===== config.mk =====
export PLATFORM = sky130hd
export DESIGN_NAME = regfile_wr_arbiter_flat
export DESIGN_NICKNAME = d
export VERILOG_FILES = /design/src/rtl/regfile_wr_arbiter_if.sv /design/src/rtl/regfile_wr_arbiter.sv /design/src/flat_wrapper.sv
export SDC_FILE = /design/constraint.sdc
export NUM_CORES = 1
export LEC_CHECK = 0
export CORE_ASPECT_RATIO = 1.4
export CORE_MARGIN = 2
export CORE_UTILIZATION = 37
export DETAILED_ROUTE_END_ITERATION = 10
export PLACE_DENSITY = 0.82
export SLEW_MARGIN = 20
export SYNTH_ARGS = -nofsm -noshare
export SYNTH_HDL_FRONTEND = slang
export SYNTH_SLANG_ARGS = --single-unit

===== constraint.sdc =====
create_clock -name clk_i -period 3.4 [get_ports clk_i]
set_clock_uncertainty 0.1 [all_clocks]
set_input_delay 1.02 -clock clk_i [delete_from_list [all_inputs] [get_ports clk_i]]
set_output_delay 1.02 -clock clk_i [all_outputs]
set_load 0.05 [all_outputs]

===== src/rtl/regfile_wr_arbiter_if.sv =====
// Writeback request bus and regfile write port of the hxd32 writeback arbiter.
// Requesters sit on the master side; the arbiter is the slave.
interface regfile_wr_arbiter_if #(
    parameter int XLEN    = 32,
    parameter int NUM_REQ = 3
);
    localparam int IW = $clog2(NUM_REQ);

    logic [NUM_REQ-1:0]           req_valid;
    logic [NUM_REQ-1:0]           req_ready;
    logic [NUM_REQ-1:0][4:0]      req_addr;
    logic [NUM_REQ-1:0][XLEN-1:0] req_data;
    logic                         rd_wr_en;
    logic [4:0]                   rd_wr_addr;
    logic [XLEN-1:0]              rd_wr_data;
    logic [IW-1:0]                grant_idx;

    modport master (
        output req_valid, req_addr, req_data,
        input  req_ready, rd_wr_en, rd_wr_addr, rd_wr_data, grant_idx
    );

    modport slave (
        input  req_valid, req_addr, req_data,
        output req_ready, rd_wr_en, rd_wr_addr, rd_wr_data, grant_idx
    );
endinterface


===== src/rtl/regfile_wr_arbiter.sv =====
// Round-robin arbiter sharing the regfile write port among NUM_REQ writeback sources.
// Optional REGFILE_WR_ARB_BYPASS_EN adds rs1/rs2 forwarding of the pending write.
module regfile_wr_arbiter #(
    parameter int XLEN    = 32,
    parameter int NUM_REQ = 3
) (
    input  logic                 clk_i,
    input  logic                 rst_i,
    input  logic                 flush_i,
`ifdef REGFILE_WR_ARB_BYPASS_EN
    input  logic [4:0]           rs1_rd_addr_i,
    input  logic [4:0]           rs2_rd_addr_i,
    input  logic [XLEN-1:0]      rs1_rd_data_i,
    input  logic [XLEN-1:0]      rs2_rd_data_i,
    output logic [XLEN-1:0]      rs1_data_o,
    output logic [XLEN-1:0]      rs2_data_o,
`endif
    regfile_wr_arbiter_if.slave  bus
);
    localparam int IW = $clog2(NUM_REQ);

    logic [IW-1:0]      rr_ptr;
    logic [NUM_REQ-1:0] gnt;
    logic [IW-1:0]      gnt_idx;
    logic               gnt_any;
    logic [IW:0]        scan;
    logic [IW-1:0]      idx;

    logic               wr_en_q;
    logic [4:0]         wr_addr_q;
    logic [XLEN-1:0]    wr_data_q;
    logic [IW-1:0]      grant_idx_q;

    // First valid requester at or after rr_ptr, wrapping modulo NUM_REQ.
    always_comb begin
        gnt     = '0;
        gnt_idx = '0;
        gnt_any = 1'b0;
        scan    = '0;
        idx     = '0;
        if (!rst_i && !flush_i) begin
            for (int k = 0; k < NUM_REQ; k++) begin
                scan = {1'b0, rr_ptr} + (IW+1)'(k);
                if (scan >= (IW+1)'(NUM_REQ))
                    scan = scan - (IW+1)'(NUM_REQ);
                idx = scan[IW-1:0];
                if (!gnt_any && bus.req_valid[idx]) begin
                    gnt_any  = 1'b1;
                    gnt[idx] = 1'b1;
                    gnt_idx  = idx;
                end
            end
        end
    end

    always_ff @(posedge clk_i) begin
        if (rst_i) begin
            wr_en_q     <= 1'b0;
            wr_addr_q   <= '0;
            wr_data_q   <= '0;
            grant_idx_q <= '0;
            rr_ptr      <= '0;
        end else begin
            wr_en_q <= 1'b0;
            if (gnt_any) begin
                wr_en_q     <= (bus.req_addr[gnt_idx] != 5'd0);
                wr_addr_q   <= bus.req_addr[gnt_idx];
                wr_data_q   <= bus.req_data[gnt_idx];
                grant_idx_q <= gnt_idx;
                rr_ptr      <= (gnt_idx == IW'(NUM_REQ-1)) ? '0 : gnt_idx + IW'(1);
            end
        end
    end

    // Masking with rst_i keeps a held write from landing on the reset edge itself.
    assign bus.req_ready  = gnt;
    assign bus.rd_wr_en   = wr_en_q & ~rst_i;
    assign bus.rd_wr_addr = wr_addr_q;
    assign bus.rd_wr_data = wr_data_q;
    assign bus.grant_idx  = grant_idx_q;

`ifdef REGFILE_WR_ARB_BYPASS_EN
    assign rs1_data_o = (bus.rd_wr_en && wr_addr_q == rs1_rd_addr_i && rs1_rd_addr_i != 5'd0)
                        ? wr_data_q : rs1_rd_data_i;
    assign rs2_data_o = (bus.rd_wr_en && wr_addr_q == rs2_rd_addr_i && rs2_rd_addr_i != 5'd0)
                        ? wr_data_q : rs2_rd_data_i;
`endif
endmodule


===== src/flat_wrapper.sv =====
// flat-port wrapper written by rule: the top's interface ports become plain ports
module regfile_wr_arbiter_flat 
#(
    parameter int XLEN    = 32,
    parameter int NUM_REQ = 3
)
  (clk_i, rst_i, flush_i, bus_req_valid, bus_req_addr, bus_req_data, bus_req_ready, bus_rd_wr_en, bus_rd_wr_addr, bus_rd_wr_data, bus_grant_idx);
  regfile_wr_arbiter_if #(.XLEN(XLEN), .NUM_REQ(NUM_REQ)) bus_i ();
  input  logic clk_i;
  input  logic rst_i;
  input  logic flush_i;
  input wire logic [$bits(bus_i.req_valid)-1:0] bus_req_valid;
  input wire logic [$bits(bus_i.req_addr)-1:0] bus_req_addr;
  input wire logic [$bits(bus_i.req_data)-1:0] bus_req_data;
  output wire logic [$bits(bus_i.req_ready)-1:0] bus_req_ready;
  output wire logic [$bits(bus_i.rd_wr_en)-1:0] bus_rd_wr_en;
  output wire logic [$bits(bus_i.rd_wr_addr)-1:0] bus_rd_wr_addr;
  output wire logic [$bits(bus_i.rd_wr_data)-1:0] bus_rd_wr_data;
  output wire logic [$bits(bus_i.grant_idx)-1:0] bus_grant_idx;
  assign bus_i.req_valid = bus_req_valid;
  assign bus_i.req_addr = bus_req_addr;
  assign bus_i.req_data = bus_req_data;
  assign bus_req_ready = bus_i.req_ready;
  assign bus_rd_wr_en = bus_i.rd_wr_en;
  assign bus_rd_wr_addr = bus_i.rd_wr_addr;
  assign bus_rd_wr_data = bus_i.rd_wr_data;
  assign bus_grant_idx = bus_i.grant_idx;
  regfile_wr_arbiter #(.XLEN(XLEN), .NUM_REQ(NUM_REQ)) u_core (.clk_i(clk_i), .rst_i(rst_i), .flush_i(flush_i), .bus(bus_i));
endmodule

Word level (Yosys, flattened, before mapping)
Cells that the tools add are included.
{"block": "classes", "reduce_logical": 12, "addsub": 6, "mux": 39, "n_lt_le_gt_ge": 10, "bitwise": 5, "eq_ne": 1}
{"cell": "$bmux W32 S2", "count": 1}
{"cell": "$mux W32", "count": 1}
{"cell": "$mux W2", "count": 11}
{"cell": "$mux W3", "count": 6}
{"cell": "$lt A2 B3 Y1 const B", "count": 4}
{"cell": "$mux W1", "count": 12}
{"cell": "$bmux W5 S2", "count": 1}
{"cell": "$bmux W1 S2", "count": 3}
{"cell": "$demux W1 S2", "count": 3}
{"cell": "$ge A2 B1 Y1 const B", "count": 3}
{"cell": "$ge A3 B2 Y1 const B", "count": 2}
{"cell": "$logic_and A1 B1 Y1", "count": 6}
{"cell": "$or A3 B3 Y3", "count": 2}
{"cell": "$sub A2 B2 Y2 const B", "count": 3}
{"cell": "$mux W5", "count": 1}
{"cell": "$reduce_bool A5 Y1", "count": 1}
{"cell": "$logic_not A1 Y1", "count": 4}
{"cell": "$add A2 B1 Y3 const B", "count": 1}
{"cell": "$add A2 B2 Y3 const B", "count": 1}
{"cell": "$add A2 B1 Y2 const B", "count": 1}
{"cell": "$eq A2 B2 Y1 const B", "count": 1}
{"cell": "$ge A2 B2 Y1 const B", "count": 1}
{"cell": "$not A1 Y1", "count": 2}
{"cell": "$reduce_or A2 Y1", "count": 1}
{"cell": "$and A1 B1 Y1", "count": 1}
{"block": "word_totals", "output_inout_bits": 43, "in_bits": 117, "elab_cells": 78, "regBits": 42}

Depth between registers and ports, before layout
{"block": "logic_depth", "depth_word": 18, "ltp_mapped": 11, "ltp_nobuf": 8}

Worst setup path after synthesis
OpenSTA, ideal clock, no wires.
{"block": "synth_path", "path_type": "input to output", "from": "input bus_req_valid[2]", "to": "output bus_req_ready[1]", "setup_slack_ns": -0.312, "path_buffers": 1, "stages": 6, "arrival_time_ns": 2.592, "required_time_ns": 2.280, "cell_sequence": "buf_2 > nor4b_1 > o21a_1 > a41o_1 > a22oi_1 > a21oi_1"}
{"block": "synth_via", "elab_chain_cells": 12, "word_cells_on_any_way": 22, "classes_between": "16 x mux; 2 x bitwise; 4 x reduce/logical"}
{"item": "start: declaration", "line_no": "flat_wrapper.sv:12", "rtl": "input wire logic [$bits(bus_i.req_valid)-1:0] bus_req_valid;"}
{"item": "$bmux W1 S2", "line_no": "regfile_wr_arbiter.sv:47", "rtl": "if (!gnt_any && bus.req_valid[idx]) begin"}
{"item": "$mux W1 (not written as such)", "line_no": "regfile_wr_arbiter.sv:47"}
{"item": "$mux W1", "line_no": "regfile_wr_arbiter.sv:47"}
{"item": "$mux W1", "line_no": "regfile_wr_arbiter.sv:41", "rtl": "if (!rst_i && !flush_i) begin"}
{"item": "$logic_not A1 Y1", "line_no": "regfile_wr_arbiter.sv:47"}
{"item": "$logic_and A1 B1 Y1", "line_no": "regfile_wr_arbiter.sv:47"}
{"item": "$mux W1", "line_no": "regfile_wr_arbiter.sv:47"}
{"item": "$mux W1", "line_no": "regfile_wr_arbiter.sv:41"}
{"item": "$logic_not A1 Y1", "line_no": "regfile_wr_arbiter.sv:47"}
{"item": "$logic_and A1 B1 Y1", "line_no": "regfile_wr_arbiter.sv:47"}
{"item": "$mux W3 (*)", "line_no": "regfile_wr_arbiter.sv:47"}
{"item": "$mux W3 (*)", "line_no": "regfile_wr_arbiter.sv:41"}
{"item": "end: declaration", "line_no": "flat_wrapper.sv:15", "rtl": "output wire logic [$bits(bus_i.req_ready)-1:0] bus_req_ready;"}
Mark *: on every way between the ends. The rest lies on a longest branch, timed or not. The select of a mux whose other input is x is not followed.

Final worst setup path
{"block": "layout_path", "from": "input bus_req_valid[2]", "to": "output bus_req_ready[0]"}
Same word-level chain as after synthesis.

==> summary.txt <==
Outcome
  – Status: finished, final reports clean

Route
  – Drt total wl: 8.22 mm
  – Detailed-route wire length per cell: 15.6 µm
  – Routed Antenna Nets: 0
  – DR DRC count: 0
  – Initial DRC count: 74
  – First drt pass iteration count: 4
  – Vias: 2915
  – Vias per std cell: 5.52

Floorplanning
  – Row count: 35
  – I/O pin count: 160
  – Die width: 72.9 µm
  – Starting density of the core: 0.376
  – DIE AREA: 7320 µm²
  – Die H: 100 µm
  – Core Box Area: 6530 µm²

GRT
  – Largest net degree at the start of global routing: 32
  – Global Route Usage Sum: 0.227
  – Vias in the first global route: 2873
  – First-pass GRT wire length: 13.2 mm
  – GR Overflow Total: 0
  – Antenna violations before repair: 0

Place
  – Port Buffer Count: 159
  – Post-placement setup slack: -0.460 ns
  – RD Place Congestion: 0.944
  – Detailed Place HPWL: 6.50 mm
  – Area after DPL: 4210 µm²
  – Placed Cells: 519

CTS
  – Clock buffer count from CTS: 5
  – TritonCTS clock tree: built
  – Worst skew pair latency: 0.29 ns
  – Clock slew at reported path FFs: 0.09 ns
  – Clock Path Buffers: 2
  – H-tree Lvls: 2
  – CTS root buf: clkbuf_8
  – CTS Sinks: 42

Synth
  – Syn avg cell area: 8.50 µm²
  – Ys Warns: 0
  – Seq/Total Area, Yosys: 0.342
  – Yosys cell types: 45
  – Mapped Nets: 410
  – Area leader, netlist: dfxtp_1
  – Mapped Area: 2460 µm²
  – Synth Instances: 289
  – Area contributors post-synth: dfxtp_1 34%, o22a_1 7.5%, o22ai_1 5.3%
  – Area share of the largest cell type after synthesis: 0.342
  – Synth Register Bits: 42

Power and ir drop
  – PD cells: 362 nW/µm²
  – Tot Pwr: 1590 µW
  – Peak VDD IR: 0.000253 V
  – Leakage power: 0.00159 µW

Timing
  – Final number of setup-violating endpoints: 0
  – FMAX: 0.295 GHz
  – Fin Setup TNS: 0 ns
  – Slew Limit Fails: 0
  – Unrepaired setup endpoints after global routing: true
  – Worst slew pin tran: 0.996 ns
  – Ratio of final minimum period to clock period: 0.997
  – Final min period: 3.39 ns
  – Final worst slack: 0.0116 ns
  – Hold Fails Final Rpt: 0
  – Max-slew headroom at the worst pin: 0.334

Cells and area
  – NumNets Final: 574
  – Ant. Diodes: 0
  – Fin area: 4390 µm²
  – Most common library cell in the layout ignoring fill and taps: clkdlybuf4s50_1
  – Layout area overhead: 78.7%
  – Most frequent cells in the layout: 152 x clkdlybuf4s50_1, 40 x dfxtp_1, 27 x buf_4, 25 x nand3_1, 24 x o21ai_0
  – Non-Filler Instances: 528
  – Share of layout cells above drive strength 1: 0.154

Setup path
  – Critical Path RT: 2.28 ns
  – CP Class: in -> out
  – Worst endpoint data arrival time: 2.27 ns
  – Setup crit end kind: output pin
  – CP startpoint kind: input port
  – Worst Path Max Fanout: 4

Job
  – Maxcap violations: 0

Hold path
  – Min-delay worst type: reg -> reg
-- path summary, 6_finish.rpt --
| path | endpoint | slack [ns] | startpoint | depth (start not counted) |
|---|---|---|---|---|
| worst min-delay path | u_core.bus.rd_wr_addr[3] | 0.37 | u_core.bus.rd_wr_addr[3] | 2 |
| worst min register to register | u_core.bus.rd_wr_addr[3] | 0.37 | u_core.bus.rd_wr_addr[3] | 2 |
| worst max register to register | u_core.bus.rd_wr_data[27] | 0.48 | u_core.rr_ptr[0] | 10 |
| worst max-delay path | bus_req_ready[0] | 0.01 | bus_req_valid[2] | 7 |
-- per-stage QoR --
step                      hold WS (ns)   util
after global routing             0.394  0.672
after CTS                        0.380  0.669
final                            0.374  0.672
after detailed placement         0.362  0.645
after global placement           0.353  0.645
after floorplan                  0.410      -
-- registers in the layout, indices dropped and copies added (netlist names) --
signal and count:
u_core.bus.rd_wr_addr 5, u_core.bus.rd_wr_data 32, u_core.bus.grant_idx 2, u_core.rr_ptr 2, u_core.wr_en_q 1
-- cell usage after synthesis (all sizes together) --
cell type,number
dfxtp,42
o21ai,27
nand3,25
o22a,21
o22ai,21
a21oi,20
buf,20
nand2,20
a22oi,16
mux2,14
nor2,13
clkbuf,8
nor2b,5
or2,5
ha,4
inv,4
a222oi,2
nand2b,2
o21a,2
o21bai,2
o32ai,2
a2111o,1
a31o,1
a32oi,1
a41o,1
a41oi,1
and2,1
nand3b,1
nand4b,1
nor3,1
nor3b,1
nor4b,1
nor4bb,1
o2111ai,1
or3,1
-- critical path, cell delays in order --
cell and delay [ns]:
buf_8 0.10, nor4bb_4 0.14, o21a_1 0.17, a41o_1 0.23, a222oi_1 0.36, nor2_2 0.09, buf_12 0.16
-- logic make-up (layout without fill, tap and decap cells) --
family	after synthesis	in the layout	share of synthesized area
multiplexers	14	14	0.0688
AO/OA/AOI/OAI	119	119	0.332
adder cells (fa/ha/maj)	4	4	0.0204
AND/OR/NAND/NOR	78	78	0.163
buffers and inverters	32	197	0.0739
flip-flops	42	42	0.342
-- layout make-up --
class / count / area [µm²]
clock buffers: 5 / 68.8
clock inverters: 3 / 43.8
well taps: 74 / 92.6
fillers: 543 / 2140
multi-input cells: 215 / 1490
flip-flops and latches: 42 / 846
inverters: 4 / 15.0
repair buffers: 185 / 1830
-- metal layers --
layer	global-route usage	routed length, µm
met1	0.245	3100
met5	0	0
met4	0.0783	208
met2	0.413	4200
met3	0.0653	705
-- power by group --
| part | internal, µW | switching (µW) |
|---|---|---|
| Sequential | 534 | 22.5 |
| Clock | 220 | 185 |
| Combinational | 306 | 320 |
| Total | 1060 | 528 |
-- what timing repair did --
action                                  in CTS  in global routing
buffers inserted                             1                  0
pin swaps                                    4                  3
endpoints found under the setup margin       3                  3
gates resized for setup                     23                  9
hold buffers                                 0                  0
No activity file was read; power rests on OpenSTA's default activity.
